===== config.mk =====
export PLATFORM = sky130hd
export DESIGN_NAME = mem_copy_engine
export DESIGN_NICKNAME = d
export VERILOG_FILES = /design/src/rtl/mem_copy_engine.sv
export SDC_FILE = /design/constraint.sdc
export NUM_CORES = 1
export LEC_CHECK = 0
export CAP_MARGIN = 20
export CORE_MARGIN = 10
export CORE_UTILIZATION = 30
export CTS_BUF_LIST = sky130_fd_sc_hd__clkbuf_8
export DETAILED_ROUTE_END_ITERATION = 10
export SETUP_SLACK_MARGIN = 0.4
export SYNTH_ARGS = -nofsm -noshare
export SYNTH_HDL_FRONTEND = slang
export SYNTH_SLANG_ARGS = --single-unit

===== constraint.sdc =====
create_clock -name clk -period 2.7 [get_ports clk]
set_clock_uncertainty 0.15 [all_clocks]
set_input_delay 0.27 -clock clk [delete_from_list [all_inputs] [get_ports clk]]
set_output_delay 0.27 -clock clk [all_outputs]
set_load 0.03 [all_outputs]

===== src/rtl/mem_copy_engine.sv =====
`default_nettype none
// ============================================================================
// Module      : mem_copy_engine
// Description : Simple DMA that copies len words from src to dst over a single
//               memory port, alternating one read cycle with one write cycle.
// Revision    : 1.0 - initial release
// ============================================================================
module mem_copy_engine #(
    parameter int N = 16
) (
    input  logic         clk,
    input  logic         reset,
    input  logic         start,
    input  logic [N-1:0] src,
    input  logic [N-1:0] dst,
    input  logic [N-1:0] len,
    output logic         busy,
    output logic         done,
    output logic [N-1:0] mem_address,
    output logic [N-1:0] mem_in,
    output logic         mem_write_en,
    input  logic [N-1:0] mem_out
);

    typedef enum logic [1:0] {
        S_IDLE  = 2'd0,
        S_READ  = 2'd1,
        S_WRITE = 2'd2,
        S_DONE  = 2'd3
    } state_t;

    localparam logic [N-1:0] c_one = {{(N-1){1'b0}}, 1'b1};

    state_t       r_state;
    state_t       w_next_state;
    logic [N-1:0] r_src;
    logic [N-1:0] r_dst;
    logic [N-1:0] r_remaining;
    logic [N-1:0] r_buffer;

    always_ff @(posedge clk or posedge reset) begin
        if (reset) begin
            r_state     <= S_IDLE;
            r_src       <= '0;
            r_dst       <= '0;
            r_remaining <= '0;
            r_buffer    <= '0;
        end else begin
            r_state <= w_next_state;
            case (r_state)
                S_IDLE: begin
                    if (start) begin
                        r_src       <= src;
                        r_dst       <= dst;
                        r_remaining <= len;
                    end
                end
                S_READ: begin
                    r_buffer <= mem_out;
                    r_src    <= r_src + c_one;
                end
                S_WRITE: begin
                    r_dst       <= r_dst + c_one;
                    r_remaining <= r_remaining - c_one;
                end
                default: ;
            endcase
        end
    end

    // Outputs decode only from registered state, so an async reset drops
    // mem_write_en immediately without waiting for a clock edge.
    always_comb begin
        w_next_state = r_state;
        busy         = 1'b0;
        done         = 1'b0;
        mem_address  = '0;
        mem_write_en = 1'b0;
        case (r_state)
            S_IDLE: begin
                if (start) begin
                    w_next_state = (len == '0) ? S_DONE : S_READ;
                end
            end
            S_READ: begin
                busy         = 1'b1;
                mem_address  = r_src;
                w_next_state = S_WRITE;
            end
            S_WRITE: begin
                busy         = 1'b1;
                mem_address  = r_dst;
                mem_write_en = 1'b1;
                w_next_state = (r_remaining == c_one) ? S_DONE : S_READ;
            end
            S_DONE: begin
                done         = 1'b1;
                w_next_state = S_IDLE;
            end
            default: w_next_state = S_IDLE;
        endcase
    end

    assign mem_in = r_buffer;

endmodule
`default_nettype wire


# Yosys cells after proc, flatten, opt, wreduce, memory -nomap -nowiden
# Index checks and enable logic that the tools add are counted.
# Widths: inputs -> output; s select.
word_totals:
  register_bits: 66
  input_bits: 67
  out_inout_bits: 35
  wordCells: 34
classes:
  n_addsub: 3
  n_eq_ne: 5
  muxes: 14
  n_reduce_logical: 7
op_table:
  columns: ["operator", "n"]
  rows:
  - ["$pmux 16 s2", 4]
  - ["$mux 16", 3]
  - ["$add 16x1->16 const B", 2]
  - ["$eq 16x1->1 const B", 1]
  - ["$logic_not 16->1", 1]
  - ["$sub 16x1->16 const B", 1]
  - ["$pmux 2 s4", 1]
  - ["$mux 2", 3]
  - ["$eq 2x2->1 const B", 2]
  - ["$reduce_and 2->1", 2]
  - ["$reduce_bool 2->1", 2]
  - ["$mux 1", 3]
  - ["$eq 2x1->1 const B", 1]
  - ["$logic_not 2->1", 1]
  - ["$ne 2x2->1 const B", 1]
  - ["$reduce_or 2->1", 1]

# Logic depth before layout (Yosys ltp)
logic_depth:
  ltp_word: 4
  depth_mapped: 10
  ltp_nobuf: 6

# Worst setup path before layout
# OpenSTA, ideal clock, no wires.
synth_timing:
  path_kind: "reg2out"
  start: "reg r_state[0]"
  end: "out mem_address[10]"
  arrival_ns: 2.280
  required_time_ns: 2.280
  setup_slack_ns: 0.000
  stages_incl_launch_ff: 7
  cell_sequence: "dfrtp_1 inv_1 ha_1 buf_2 clkbuf_1 nand2_1 a21boi_0"
synth_between:
  elab_chain_cells: 2
  word_cells_on_any_way: 3
synth_lines:
  columns: ["item", "line", "rtl"]
  rows:
  - ["start: declaration", "34", "state_t r_state;"]
  - ["start signal: assignment", "49", "r_state <= w_next_state;"]
  - ["$eq 2x2->1 / $eq 2x1->1 (equally long branches)", "79", "case (r_state)"]
  - ["$pmux 16 s2 *", "79", null]
  - ["end: declaration", "19", "output logic [N-1:0] mem_address,"]
# Mark *: on every way between the ends. The rest lies on a longest branch, timed or not.

# Worst setup path after layout
layout_timing:
  start: "reg r_state[1]"
  end: "out mem_address[4]"
# Same word-level chain as after synthesis.

==> flow_summary.toml <==
[drt]
drtPass1Iterations = 9
totalWireLength_um = 13590
drc_errors = 0
antenna_left = 0
via_per_inst = 5.417
num_vias = 4236
routedWlPerCell_um = 17.38
drt_iter0_markers = 297

[worst_setup_path]
start_kind = "register"
crit_slowest_cell = "dfrtp_1"
critPathMaxStageDelay_ps = 440
worstSetupPathType = "register to primary output"
arrival_ps = 1780
endpoint_kind = "primary output"
required_ps = 2280
path_cells = "inv_2, ha_4, buf_12, nand2_1, a21boi_2, buf_4"
worst-path-max-fanout = 33

[floorplanning]
start_util_pct = 30.81
core.rowCount = 43
ioPinCount = 102
fp.dieArea_sq_um = 19490
core-area_sq_um = 13930
die_h_um = 139.6
die_x_um = 139.6

[clock_tree]
cts.sinks = 66
cts_tree = "yes"
cts-root-buf = "clkbuf_8"
numCtsBuffers = 9
clk_latency_ps = 350
path_clk_slew_ps = 70
cts-htree-levels = 3
cts_buffer_depth = 2
hold_buffers = 0

[placed_design]
post-dp-hpwl_um = 10050
port_buffers = 101
gp_congestion = 0.8305
place_ws_ps = 467.2

[yosys]
synthFlopType = "dfrtp_1"
ys_ff_latch = 66
syn_nets = 575
ys_seq_area_share_pct = 38.47
synth_edf_count = 0
synth.top_cell.area_share_pct = 38.47
synth_area_leader_cell = "dfrtp_1"
synth_area_per_cell_sq_um = 8.586
synth_async_sr_flop_share_pct = 100.0
synth_area_leaders = "dfrtp_1 38%, a21oi_1 6.4%, mux2_2 4.5%"
syn_inst = 500
synthDistinctLibCells = 53
netlist_area_sq_um = 4293
yosys_warnings = 0

[grt]
grt_pass1_vias = 4102
grt_use_total_pct = 13.63
grt_antenna_before_repair = 0
grt_pass1_wl_um = 21990
grt-ovfl-total = 0
grt_max_degree = 43

[sta]
setup_viol = 0
rsz0062_at_grt = "true"
setup_ws_ps = 502.9
finalHoldViolCount = 0
period_share_pct = 81.37
final.setup.tns_ps = 0
max_freq_mhz = 455.1
worst_pin_slew_ps = 573.7
min_period_ps = 2197
slew_headroom_pct = 60.94
drv_slew = 0

[run]
max_cap_viol_count = 0

[power_and_ir_drop]
peakVddDrop_v = 0.0002148
power.density_nw_per_um2 = 360.0
p_leak_nw = 2.324

[layout]
final_cell_mix = "83 x clkdlybuf4s50_1, 66 x dfrtp_1, 55 x a21oi_1"
areaGrowthSynthToFinish_pct = 35.35
final_nets = 672
n_antenna_cell = 0
final_common_cell = "clkdlybuf4s50_1"
drive_above_1_share_pct = 16.45

[worst_hold_path]
hp-class = "primary input to async pin"

[run_status]
status = "complete, no violations"
[flip-flops by register name, summed over array words and instances, names as in the netlist]
register	cells
mem_in	16
r_dst	16
r_remaining	16
r_src	16
r_state	2
[kinds of logic after synthesis]
kind of cell,after synthesis,synth area share [%]
DFF,66,38.47
buffers and inverters,60,5.683
AOI/OAI and AO/OA,165,23.55
adders and majority gates,8,2.332
and+or+nand+nor,170,21.95
muxes,31,8.015
[power by group]
part           internal [W]  switching (W)  total, W  leakage, nW
logic              0.000123      0.0000883  0.000212         1.42
registers           0.00100     0.00000602   0.00101        0.795
clock network      0.000472       0.000402  0.000874        0.105
total               0.00160       0.000497   0.00209         2.32
[layout make-up]
type,count,area (sq um)
repair buffers,122,1170
multi-input cells,374,2470
fillers,1373,8124
inverters,24,90.09
clock buffers,11,151.4
clock inverters,5,52.55
flip-flops and latches,66,1652
well taps,180,225.2
[through the flow]
stage / total power (W) / instances / hold WS, ps / instance area, sq um / util (%)
finish: 0.002092 / 782 / 152.6 / 5811 / 41.70
global route: 0.002187 / 782 / 174.0 / 5811 / 41.70
CTS: 0.002129 / 782 / 157.5 / 5786 / 41.52
detailed placement: 0.001240 / 761 / 346.3 / 5522 / 39.62
global placement: 0.001239 / 761 / 338.4 / 5522 / 39.62
floorplan: 0.001090 / 500 / 271.7 / 4322 / -
[what timing repair did]
| item | 4_1_cts | 5_1_grt |
|---|---|---|
| buffers inserted | 5 | 0 |
| resized for setup | 4 | 7 |
| setup endpoints to repair | 17 | 22 |
[worst max-delay path, delay by kind of cell (launching register included)]
family	cells	cell delay [ps]
AOI/OAI and AO/OA	1	180
buffers and inverters	3	500
and+or+nand+nor	1	120
adders and majority gates	1	180
DFF	1	440
[synthesized netlist by cell type, drive strengths merged (8+ instances only)]
cell	count
clkbuf	16
nand2	48
nor3	10
nand4	13
inv	23
ha	8
nor2	29
a21oi	56
o21ai	28
buf	20
nand3	24
mux2	17
dfrtp	66
o22ai	26
a21boi	11
mux2i	14
a31oi	13
[per-layer routing]
metal	global-route usage, %	share of wire [%]
met1	17.61	45
met2	21.46	47
met3	4.559	7.5
met4	3.098	1.1
met5	0	0
[path summary, 6_finish.rpt]
path	to	start	cells past startpoint	slack, ps
setup / recovery	mem_address[4]	r_state[1]$_DFFE_PP0P_	6	500
hold / removal	mem_in[9]$_DFFE_PP0P_	reset	2	150
setup reg to reg	r_dst[15]$_DFFE_PP0P_	r_state[1]$_DFFE_PP0P_	8	560
hold reg to reg	mem_in[8]$_DFFE_PP0P_	mem_in[8]$_DFFE_PP0P_	1	360
max in group asynchronous	r_src[12]$_DFFE_PP0P_	reset	3	1610
min in group clk	mem_in[8]$_DFFE_PP0P_	mem_in[8]$_DFFE_PP0P_	1	360
(Power assumes the default switching activity.)
==> RTL edit 1, RTL diff (same flow settings) <==
`N`: 16 -> 15.
--- a/src/rtl/mem_copy_engine.sv
+++ b/src/rtl/mem_copy_engine.sv
@@ -6,7 +6,7 @@
 // Revision    : 1.0 - initial release
 // ============================================================================
 module mem_copy_engine #(
-    parameter int N = 16
+    parameter int N = 15
 ) (
     input  logic         clk,
     input  logic         reset,
Ports: changed (6 resized); port bits go from 102 to 96. No check against the original RTL was run, so the function may have changed too.
==> RTL edit 1 against the original RTL <==
- routed wire length shrank 10%
- final area shrank 7.6%
- worst setup slack got worse by 0.040 ns
- via count down 11%
- area after synthesis decreased by 12%
- sequential cell count down 4
- register-to-register slack about the same
- largest cell class unchanged
Power is left out: it rests on default switching activity, and per cell area and clock period it moved more than threefold.
==> RTL edit 1: results (changes against the original RTL) <==
stage;metric;value;unit;change
status;outcome;finished, final reports clean;;
yosys;synthTopCellsByCount;dfrtp_1, a21oi_1, nand2_1, o22ai_1, nand3_1;;
worst_setup_path;crit_slowest_cell;dfrtp_2;;
finish;final_layout_size_suffix_gt1_share;18.9;%;+2.5 points
worst_setup_path;cpPeakStageDelay;0.45;ns;
clock_tree;ctsHtreeMaxLevel;3;;unchanged
clock_tree;cts_buffers;9;;unchanged
clock_tree;postCtsSetupBuffers;0;;-5
grt;grt_pass1_wl;19600;um;-11%
yosys;yosys_warnings;0;;unchanged
worst_setup_path;timing.rr.end;r_dst[14];;
worst_setup_path;rrSetupSlack;0.56;ns;about the same
timing;drv_slew;0;;unchanged
worst_setup_path;cp-endpoint;mem_address[6];;
routing;vias;3758;;-11%
yosys;synth-seq-area-share;41.0;%;+2.5 points
placed_design;dp_hpwl;8710;um;-13%
yosys;synth_nets;496;;-14%
routing;wl;12200;um;-10%
yosys;synth_cell_types;51;;-3.8%
worst_setup_path;crit_fanout;30;;-9.1%
placed_design;port_buffers;95;;-5.9%
clock_tree;cts_max_path_buffers;2;;unchanged
routing;drtIter0Drc;296;;-0.34%
grt;grt_pass1_vias;3686;;-10%
placed_design;place.gp.congestion;0.827;;-0.46%
routing;drt_first_pass_iters;5;;-4
timing;maxSlewHeadroom;37.5;%;-23 points
yosys;synthArstFlopShare;100;%;unchanged
worst_setup_path;reg2reg_depth;7;;-1
finish;nNetsFinal;594;;-12%
clock_tree;path_clk_slew;0.07;ns;about the same
finish;n_antenna_cell;0;;unchanged
clock_tree;cts-root-buf;clkbuf_8;;
grt;track_usage;13.5;%;-0.14 points
grt;grt_max_degree;63;;+47%
worst_setup_path;crit_arrival;1.82;ns;+0.04 ns
clock_tree;clk_latency;0.35;ns;about the same
yosys;yosys-top-cells-area;dfrtp_1, a21oi_1, mux2_2;;
clock_tree;cts_resized;6;;+2
timing;tns;0;ns;unchanged
grt;antenna_found_initial;0;;unchanged
worst_setup_path;cp-startpoint;r_state[1];;
hold_path;hp-class;in2async;;
-- RTL edit 1: cell families (layout without fill, tap and decap cells) --
logic type / Yosys count / in the layout / synth area share (%)
compound gates: 137 / 137 / 22.4
buf+inv: 42 / 145 / 4.43
simple gates: 145 / 145 / 20.8
mux: 31 / 31 / 8.73
flops: 62 / 62 / 41.0
fa+ha+maj: 8 / 8 / 2.65
-- RTL edit 1: critical path: cells and delay by family, from the launching register on --
kind	cells	cell delay [ns]
buffers and inverters	3	0.51
DFF	1	0.45
adders and majority gates	1	0.20
AOI/OAI and AO/OA	1	0.17
and+or+nand+nor	1	0.13
-- RTL edit 1: cell type report --
cell class | count | area, um2
multi-input combinational | 321 | 2160
clock inverter | 6 | 77.6
tap | 168 | 210
clock buffer | 10 | 138
inverter | 13 | 48.8
sequential | 62 | 1550
timing repair buffer | 116 | 1180
fill | 1206 | 6790
-- RTL edit 1: routing by layer --
metal  global-route usage [%]  vias up  part of all wire (%)
li1                         -     1804                     -
met1                     17.9     1822                    45
met2                     20.9      120                    48
met3                     3.05       12                   5.6
met4                     4.83        0                   1.1
met5                        0        -                     0
-- RTL edit 1: per-stage QoR --
stage | setup slack (ns) | util [%] | hold WS, ns | cell area, um2 | instances
after floorplan | 0.462 | - | 0.272 | 3830 | 425
after global placement | 0.469 | 41.1 | 0.342 | 5000 | 671
after detailed placement | 0.370 | 41.1 | 0.349 | 5000 | 671
after CTS | 0.351 | 43.3 | 0.171 | 5270 | 688
after global routing | 0.361 | 44.1 | 0.193 | 5370 | 696
final | 0.463 | 44.1 | 0.168 | 5370 | 696
-- RTL edit 1: worst min path at each step --
stage	to	cells past startpoint
floorplan	mem_in[10]	1
global placement	mem_in[9]	1
detailed placement	mem_in[6]	1
CTS	mem_in[8]	3
global route	mem_in[7]	3
finish	r_dst[11]	3
==> RTL edit 2, RTL diff (config.mk and constraints unchanged) <==
Without the edit above. The 4 states of `state_t` get a one-hot encoding in 4 bits.
--- a/src/rtl/mem_copy_engine.sv
+++ b/src/rtl/mem_copy_engine.sv
@@ -22,11 +22,11 @@
     input  logic [N-1:0] mem_out
 );
 
-    typedef enum logic [1:0] {
-        S_IDLE  = 2'd0,
-        S_READ  = 2'd1,
-        S_WRITE = 2'd2,
-        S_DONE  = 2'd3
+    typedef enum logic [3:0] {
+        S_IDLE  = 4'b0001,
+        S_READ  = 4'b0010,
+        S_WRITE = 4'b0100,
+        S_DONE  = 4'b1000
     } state_t;
 
     localparam logic [N-1:0] c_one = {{(N-1){1'b0}}, 1'b1};
Behaviour: same outputs for any inputs over 10 cycles, from zero or initial values and one cycle with reset high; not proved beyond that.
==> RTL edit 2 against the original RTL <==
- global-route usage grew 1.5 points
- critical path depth is 1 lower
- hold slack barely moved
- final area decreased by 3.9%
- die area shrank 12%
- worst setup slack worse by 0.27 ns
- via count fell by 8.5%
- sequential cell count increased by 2
- largest cell class unchanged
- critical endpoint is now r_remaining[13]
- area after synthesis down 14%
- routed wire length shrank 1.7%
Power is not compared: it rests on default switching activity, and its combinational part moved more than twofold at a synthesized area within 25%.
==> RTL edit 2: results (changes against the original RTL) <==
stage;metric;value;unit;change
routing;wl;13400;um;-1.7%
yosys;synth_cell_types;51;;-3.8%
yosys;yosys-top-cells-area;dfrtp_1, nand2_1, a22o_1;;
finish;regArea;1700;um2;+3.1%
grt;track_usage;15.1;%;+1.5 points
placed_design;place.gp.congestion;0.881;;+6.1%
status;outcome;finished, final reports clean;;
timing;fin_hold_ws;0.153;ns;+0.000418 ns
worst_setup_path;crit_arrival;2.57;ns;+0.79 ns
finish;clk_share;2.93;%;-0.58 points
grt;grt_use_met2;25.2;%;+3.8 points
worst_setup_path;path_delay_family;simple AND/OR/NAND/NOR gates;;
routing;wl_met2;6600;um;+3.9%
worst_setup_path;cpPeakStageDelay;0.59;ns;+0.15 ns
grt;met3_usage;5.26;%;+0.70 points
worst_setup_path;reg2reg_depth;5;;-3
finish;nNetsFinal;611;;-9.1%
routing;drtIter0Drc;317;;+6.7%
worst_setup_path;endpoint_kind;flop;;
routing;wl_met3;891;um;-13%
finish;multi_input_gates;316;;-16%
timing;worst_pin_slew;0.744;ns;+0.171 ns
worst_setup_path;crit_slowest_cell;or4b_4;;
placed_design;post-place-ws;0.0669;ns;-0.400 ns
worst_setup_path;rrSetupSlack;0.23;ns;-0.33 ns
clock_tree;cts.sinks;68;;+3.0%
finish;inverters;9;;-63%
placed_design;dp_hpwl;8980;um;-11%
timing;period_share;91.5;%;+10 points
routing;vias_per_cell;5.44;;+0.38%
routing;wl_met1;5710;um;-6.0%
grt;grt_pass1_vias;3862;;-5.9%
yosys;synth-seq-area-share;45.9;%;+7.5 points
routing;drt_first_pass_iters;5;;-4
finish;final_layout_size_suffix_gt1_share;18.9;%;+2.5 points
finish;multi_input_area;2000;um2;-19%
==> RTL edit 2: timing repair <==
action                     in CTS  in global routing
setup endpoints to repair      39                 34
buffers inserted               13                  5
gates resized for setup        88                 25
pin swaps                       0                 14
gates cloned                    3                  0
==> RTL edit 2: cells by family after synthesis <==
logic type / count (synthesis) / synth area share (%)
DFF: 68 / 45.9
buffers and inverters: 34 / 3.54
and+or+nand+nor: 199 / 26.4
xor gates and xnor gates: 1 / 0.236
adders and majority gates: 4 / 1.35
AOI/OAI and AO/OA: 110 / 21.9
muxes: 2 / 0.540
==> RTL edit 2: stage by stage <==
stage               instance area [um2]  cells  total power [W]
floorplan                          3720    418          0.00344
finish                             5590    713          0.00546
CTS                                5440    708          0.00539
global route                       5590    713          0.00586
global placement                   4990    676          0.00440
detailed placement                 4990    676          0.00446
